## config.mk

```make
export PLATFORM = sky130hd
export DESIGN_NAME = tank_vga_timing
export DESIGN_NICKNAME = d
export VERILOG_FILES = /design/src/rtl/tank_vga_pkg.sv /design/src/rtl/tank_vga_axis_counter.sv /design/src/rtl/tank_vga_timing.sv
export SDC_FILE = /design/constraint.sdc
export NUM_CORES = 1
export LEC_CHECK = 0
export CAP_MARGIN = 20
export CORE_UTILIZATION = 37
export CTS_CLUSTER_SIZE = 40
export DETAILED_ROUTE_END_ITERATION = 12
export SLEW_MARGIN = 20
export SYNTH_ARGS = -nofsm -noshare
export SYNTH_HDL_FRONTEND = slang
export SYNTH_HIERARCHICAL = 1
export SYNTH_SLANG_ARGS = --single-unit
```

## constraint.sdc

```tcl
create_clock -name vga_clk -period 6.2 [get_ports vga_clk]
set_clock_uncertainty 0.2 [all_clocks]
set_input_delay 1.24 -clock vga_clk [delete_from_list [all_inputs] [get_ports vga_clk]]
set_output_delay 1.24 -clock vga_clk [all_outputs]
set_load 0.005 [all_outputs]
```

## src/rtl/tank_vga_pkg.sv

```systemverilog
// Shared constants and types for the tank VGA timing generator.
// Holds 640x480@60 defaults, sync windows, coordinate type and helper.
package tank_vga_pkg;

    localparam int CNT_W = 10;

    localparam int H_VISIBLE_DEF = 640;
    localparam int H_TOTAL_DEF   = 800;
    localparam int V_VISIBLE_DEF = 480;
    localparam int V_TOTAL_DEF   = 525;

    localparam int H_SYNC_START = 656;
    localparam int H_SYNC_END   = 752;
    localparam int V_SYNC_START = 490;
    localparam int V_SYNC_END   = 492;

    typedef logic [CNT_W-1:0] coord_t;

    // Half-open window test: lo <= v < hi.
    function automatic logic in_window(
        input coord_t v,
        input coord_t lo,
        input coord_t hi
    );
        return (v >= lo) && (v < hi);
    endfunction

endpackage

```

## src/rtl/tank_vga_axis_counter.sv

```systemverilog
// Single-axis counter: counts 0..TOTAL-1 while en, then wraps to 0.
// Ports: clk, rst_n, en in; cnt (current value), wrap (last count & en) out.
module tank_vga_axis_counter
    import tank_vga_pkg::*;
#(
    parameter int TOTAL = 800
) (
    input  logic   clk,
    input  logic   rst_n,
    input  logic   en,
    output coord_t cnt,
    output logic   wrap
);

    localparam coord_t LAST = coord_t'(TOTAL - 1);

    coord_t cnt_q;
    coord_t cnt_d;

    always_comb begin
        wrap  = en && (cnt_q == LAST);
        cnt_d = cnt_q;
        if (en) begin
            cnt_d = wrap ? '0 : cnt_q + 1'b1;
        end
    end

    always_ff @(posedge clk or negedge rst_n) begin
        if (!rst_n) begin
            cnt_q <= '0;
        end else begin
            cnt_q <= cnt_d;
        end
    end

    assign cnt = cnt_q;

endmodule

```

## src/rtl/tank_vga_timing.sv

```systemverilog
// VGA raster timing generator with registered, mutually aligned outputs.
// Ports: vga_clk, reset_n in; hs, vs, blank, DrawX, DrawY, frame_start,
// line_start out; frame_count out only when VGA_FRAME_CNT_EN is defined.
module tank_vga_timing
    import tank_vga_pkg::*;
#(
    parameter int H_VISIBLE = H_VISIBLE_DEF,
    parameter int H_TOTAL   = H_TOTAL_DEF,
    parameter int V_VISIBLE = V_VISIBLE_DEF,
    parameter int V_TOTAL   = V_TOTAL_DEF,
    parameter int HS_BEGIN  = H_SYNC_START,
    parameter int HS_END    = H_SYNC_END,
    parameter int VS_BEGIN  = V_SYNC_START,
    parameter int VS_END    = V_SYNC_END
) (
    input  logic       vga_clk,
    input  logic       reset_n,
    output logic       hs,
    output logic       vs,
    output logic       blank,
    output logic [9:0] DrawX,
    output logic [9:0] DrawY,
    output logic       frame_start,
    output logic       line_start
`ifdef VGA_FRAME_CNT_EN
    ,
    output logic [7:0] frame_count
`endif
);

    if (H_VISIBLE > 1023 || H_TOTAL > 1023 ||
        V_VISIBLE > 1023 || V_TOTAL > 1023 ||
        HS_BEGIN > 1023 || HS_END > 1023 ||
        VS_BEGIN > 1023 || VS_END > 1023) begin : g_bad_param
        $error("tank_vga_timing: parameter exceeds 10-bit range");
    end

    localparam coord_t HV  = coord_t'(H_VISIBLE);
    localparam coord_t VV  = coord_t'(V_VISIBLE);
    localparam coord_t HSB = coord_t'(HS_BEGIN);
    localparam coord_t HSE = coord_t'(HS_END);
    localparam coord_t VSB = coord_t'(VS_BEGIN);
    localparam coord_t VSE = coord_t'(VS_END);

    coord_t hc;
    coord_t vc;
    logic   h_wrap;
    logic   v_wrap;

    tank_vga_axis_counter #(.TOTAL(H_TOTAL)) u_hcnt (
        .clk   (vga_clk),
        .rst_n (reset_n),
        .en    (1'b1),
        .cnt   (hc),
        .wrap  (h_wrap)
    );

    tank_vga_axis_counter #(.TOTAL(V_TOTAL)) u_vcnt (
        .clk   (vga_clk),
        .rst_n (reset_n),
        .en    (h_wrap),
        .cnt   (vc),
        .wrap  (v_wrap)
    );

    // Tracks "counters sit at (0,0)": true out of reset and after every
    // vertical wrap, so frame detection needs no extra 20-bit compare.
    logic at_origin_q;

    always_ff @(posedge vga_clk or negedge reset_n) begin
        if (!reset_n) begin
            at_origin_q <= 1'b1;
        end else begin
            at_origin_q <= v_wrap;
        end
    end

    logic   hs_d, vs_d, blank_d, fs_d, ls_d;
    logic   hs_q, vs_q, blank_q, fs_q, ls_q;
    coord_t x_q, y_q;

    always_comb begin
        hs_d    = !in_window(hc, HSB, HSE);
        vs_d    = !in_window(vc, VSB, VSE);
        blank_d = (hc < HV) && (vc < VV);
        ls_d    = (hc == '0);
        fs_d    = at_origin_q;
    end

    always_ff @(posedge vga_clk or negedge reset_n) begin
        if (!reset_n) begin
            hs_q    <= 1'b1;
            vs_q    <= 1'b1;
            blank_q <= 1'b0;
            fs_q    <= 1'b0;
            ls_q    <= 1'b0;
            x_q     <= '0;
            y_q     <= '0;
        end else begin
            hs_q    <= hs_d;
            vs_q    <= vs_d;
            blank_q <= blank_d;
            fs_q    <= fs_d;
            ls_q    <= ls_d;
            x_q     <= hc;
            y_q     <= vc;
        end
    end

    assign hs          = hs_q;
    assign vs          = vs_q;
    assign blank       = blank_q;
    assign frame_start = fs_q;
    assign line_start  = ls_q;
    assign DrawX       = x_q;
    assign DrawY       = y_q;

`ifdef VGA_FRAME_CNT_EN
    // Steps on the same edge that raises frame_start, so it stays aligned.
    logic [7:0] frame_count_q;
    logic [7:0] frame_count_d;

    always_comb begin
        frame_count_d = frame_count_q;
        if (fs_d) begin
            frame_count_d = frame_count_q + 8'd1;
        end
    end

    always_ff @(posedge vga_clk or negedge reset_n) begin
        if (!reset_n) begin
            frame_count_q <= '0;
        end else begin
            frame_count_q <= frame_count_d;
        end
    end

    assign frame_count = frame_count_q;
`endif

endmodule

```

After elaboration in Yosys (flattened, before gate mapping)
Cells that the tools add are included.
{ "word_totals": {"regBits": 46, "input_bits": 2, "output_inout_bits": 25, "wordCells": 29} }
{ "classes": {"addsub": 2, "order_cmp": 6, "eq_ne": 2, "muxes": 2, "n_reduce_logical": 7} }
{ "op_table": {"columns": ["op", "count"], "rows": [
  ["$add A10 B1 Y10 const B", 2],
  ["$eq A10 B10 Y1 const B", 2],
  ["$lt A10 B10 Y1 const B", 2],
  ["$lt A10 B9 Y1 const B", 2],
  ["$mux W10", 2],
  ["$ge A10 B10 Y1 const B", 1],
  ["$ge A10 B9 Y1 const B", 1],
  ["$logic_not A10 Y1", 1],
  ["$logic_and A1 B1 Y1", 4],
  ["$logic_not A1 Y1", 2]
]} }

Longest topological paths before layout
{ "depth": {"word_depth": 3, "depth_mapped": 8, "ltp_nobuf": 6} }

Modules after synthesis
The synthesis kept the hierarchy.
{ "by_module_without_submodules": {"columns": ["module", "n_inst", "cells_per_inst", "area_each_um2", "seq_area_each_um2"], "rows": [
  ["tank_vga_timing", 1, 39, 745.7, 654.4],
  ["tank_vga_axis_counter (u_vcnt)", 1, 52, 544.3, 250.2],
  ["tank_vga_axis_counter (u_hcnt)", 1, 47, 526.8, 250.2]
]} }

Worst setup path after synthesis
No wires, ideal clock.
{ "synth_path": {"kind": "register to register", "from": "reg u_hcnt.cnt_q[0] (netlist: u_hcnt/cnt[0])", "to": "reg u_vcnt.cnt_q[9] (netlist: u_vcnt/cnt[9])", "setup_ps": 131, "t_arrival_ps": 1750, "t_required_ps": 5869, "slack_ps": 4120, "stages_incl_launch_ff": 8, "n_path_buf": 1, "period_less_slack_ps": 2080, "path_cell_list": "dfrtp_1 ha_1 nand4_2 nor3b_4 buf_4 nand4_1 nor4_1 nor4_2"} }
{ "synth_via": {"elab_chain_cells": 3} }
{ "synth_rtl": {"columns": ["element", "line_no", "rtl"], "rows": [
  ["start: declaration", "tank_vga_axis_counter.sv:17", "coord_t cnt_q;"],
  ["start signal: assignment", "tank_vga_axis_counter.sv:32", "cnt_q <= cnt_d;"],
  ["$eq A10 B10 Y1 (*)", "tank_vga_axis_counter.sv:21", "wrap = en && (cnt_q == LAST);"],
  ["net h_wrap", "tank_vga_timing.sv:47", "logic h_wrap;"],
  ["$logic_and A1 B1 Y1", "tank_vga_axis_counter.sv:21", null],
  ["$mux W10", "tank_vga_axis_counter.sv:24", "cnt_d = wrap ? '0 : cnt_q + 1'b1;"],
  ["end signal: assignment", "tank_vga_axis_counter.sv:32", null],
  ["end: declaration", "tank_vga_axis_counter.sv:17", null]
]} }
The timed path passes the listed nets; every way through them passes the cells marked *.
A chain may end at the register's enable or synchronous reset.

Final worst setup path
{ "layout_path": {"from": "reg vs_q (netlist: vs)", "to": "out vs"} }
{ "layout_rtl": {"columns": ["element", "line_no", "rtl"], "rows": [
  ["start: declaration", "tank_vga_timing.sv:79", "logic hs_q, vs_q, blank_q, fs_q, ls_q;"],
  ["start signal: assignment", "tank_vga_timing.sv:101", "vs_q <= vs_d;"],
  ["end: declaration", "tank_vga_timing.sv:19", "output logic vs,"]
]} }
No word-level cell between the ends.

==> impl_metrics.yaml <==
routing:
  dr.pass1.iters: 4
  wl_met3_um: 115
  wirelength_mm: 3.022
  ant_nets: 0
  drc: 0
  wl_met1_mm: 1.450
  top_layer: "met4"
  via_count: 1148
  wl_met2_mm: 1.387
  drtIter0Drc: 79
  vias_per_cell: 4.885
  routedWlPerCell_um: 12.86
synthesis:
  avgSynthCellArea_sq_um: 13.16
  synth.distinct_cells: 41
  synth_enable_flop_cells: 0
  synth_ff_type: "dfrtp_1"
  async_reset_ff_frac: 1.000
  synth-warning-count: 6
  synth.top_cell.area_share: 0.5923
  ys_seq_area_frac: 0.6357
  synth_area_leaders: "dfrtp_1, dfstp_2, xnor2_1"
  synth_seq_cells: 46
  syn_area_sq_um: 1817
  syn_nets: 143
  synthCells: 138
  synth_top_cell_by_area: "dfrtp_1"
worst_setup_path:
  critPathTopFamily: "flip-flops"
  crit_buf_inv: 1
  critPathArrivalTime_ns: 1.29
  worst_path_max_delay_cell: "dfstp_2"
  path_cells: "clkdlybuf4s50_1"
  critPathRequiredTime_ns: 4.76
  cp_max_fo: 1
  cp-start-kind: "register"
  cpPeakStageDelay_ns: 0.52
  reg2reg_depth: 6
  regToRegStartpoint: "u_hcnt/cnt[0]$_DFFE_PN0P_"
  path_depth: 1
  timing.rr.end: "u_vcnt/cnt[1]$_DFFE_PN0P_"
  critPathCapture: "vs"
  critPathKind: "register to output port"
  endpoint_kind: "output port"
  crit_start: "vs$_DFF_PN1_"
  r2r_slack_ns: 3.74
finish:
  drive_gt1_frac: 0.1310
  area_growth_syn_to_layout_pct: 23.28
  nets: 172
  diodes: 0
  final_cell_mix: "dfrtp_1, clkdlybuf4s50_1, nand2_1, xnor2_1, nand4_1"
  final_cells: 235
  finalCoreUtilization: 0.4742
  final_common_cell: "dfrtp_1"
placed_design:
  io_buffers: 26
  gp_congestion: 0.8991
  dp_cells: 227
  hpwl_mm: 2.020
power:
  irDropWorstVdd_v: 0.0001478
  p_total_uw: 730.0
  p_leak_nw: 0.9799
  power_density_nw_per_um2: 325.9
timing:
  hold_viol: 0
  relSlewSlack: 0.6325
  min_period_ns: 2.730
  drv_slew: 0
  rsz0062_at_grt: "no"
  tns_ns: 0
  tightest_slew_ns: 0.5513
  finalSetupViolations: 0
  max_freq_mhz: 366.3
  finalCritPeriodShare: 0.4403
clock_network:
  cts_root_buffer: "clkbuf_8"
  cts-hold-fix-buffers: 0
  worstSkewPairLatency_ns: 0.29
  numClockSinks: 46
  postCtsSetupRepairBufs: 0
  h-tree-depth: 2
  cts_buffer_depth: 2
  clkTransAtPathRegs_ns: 0.08
  cts_tree: "built"
  cts_made_buffers: 5
  cts-resized-gates: 0
floorplanning:
  die_area_sq_um: 5194
  dieWidth_um: 72.07
  rows: 25
  start_util: 0.3846
  io_pins: 27
  die-height_um: 72.07
  core_area_sq_um: 4723
global_routing:
  grt_pass1_vias: 1081
  grtUsageTotal: 0.1287
  grt_max_degree: 47
  antenna_found_initial: 0
  overflow: 0
  grt_first_pass_wirelength_mm: 5.078
hold_path:
  hold_path.class: "register to register"
  hold_depth: 0
job:
  drv_cap: 0
status:
  status: "completed"
## cells in the mapped netlist, types with 2 or more instances
master   instances
a21oi_1          2
xnor2_1          9
inv_1            4
buf_6            2
o22ai_1          2
dfrtp_1         43
o21ai_0          4
xor2_1           4
nor2_1           6
nand2_1          9
nor4_1           2
dfstp_2          3
nand3_1          6
and4_1           2
ha_1             3
nand4_2          2
or4_1            3
nand4_1          7
and3_1           3
## state kept, by name (all words and copies together) (netlist names)
signal,cells
at_origin_q,1
u_vcnt/cnt,10
blank,1
frame_start,1
line_start,1
DrawY,10
u_hcnt/cnt,10
vs,1
hs,1
DrawX,10
## metal layers
| layer | vias to the layer above | global-route usage |
|---|---|---|
| met4 | 0 | 0.06100 |
| li1 | 552 | - |
| met1 | 557 | 0.1740 |
| met2 | 32 | 0.1869 |
| met3 | 7 | 0.04306 |
| met5 | - | 0 |
## how the worst min path moves through the flow
stage / start / endpoint / slack, ns
after floorplan: at_origin_q$_DFF_PN1_ / frame_start$_DFF_PN0_ / 0.18
after global placement: at_origin_q$_DFF_PN1_ / frame_start$_DFF_PN0_ / 0.19
after detailed placement: at_origin_q$_DFF_PN1_ / frame_start$_DFF_PN0_ / 0.18
after CTS: at_origin_q$_DFF_PN1_ / frame_start$_DFF_PN0_ / 0.19
after global routing: at_origin_q$_DFF_PN1_ / frame_start$_DFF_PN0_ / 0.20
final: at_origin_q$_DFF_PN1_ / frame_start$_DFF_PN0_ / 0.19
## metrics by stage
stage | hold slack [ns] | area [sq um] | worst slack (ns)
2_1_floorplan | 0.1793 | 1817 | 4.120
3_3_place_gp | 0.1857 | 2121 | 3.782
3_5_place_dp | 0.1832 | 2121 | 3.738
4_1_cts | 0.1943 | 2237 | 3.454
5_1_grt | 0.2021 | 2240 | 3.420
6_report | 0.1929 | 2240 | 3.470
## cells by family after synthesis
family                   count (synthesis)  synth area share
buffers and inverters                    8           0.02754
AO/OA/AOI/OAI                           12           0.03926
AND/OR/NAND/NOR                         54            0.2039
adder cells (fa/ha/maj)                  3           0.02066
XOR/XNOR                                13           0.06267
flip-flops                              46            0.6357
other                                    1          0.002064
multiplexers                             1          0.008262
## where the power goes
part	switching [mW]	leakage [nW]	total, mW	internal (mW)
registers	0.0412	0.586	0.380	0.339
clock network	0.0931	0.0585	0.224	0.131
logic	0.0499	0.336	0.125	0.0754
total	0.184	0.980	0.730	0.546
## cell type report
type	instances	area [sq um]
clock buffers	7	86.33
multi-input cells	84	611.8
repair buffers	26	257.7
well taps	67	83.83
clock inverters	1	30.03
flip-flops and latches	46	1155
fillers	419	2484
inverters	4	15.01
(Power assumes the default switching activity.)
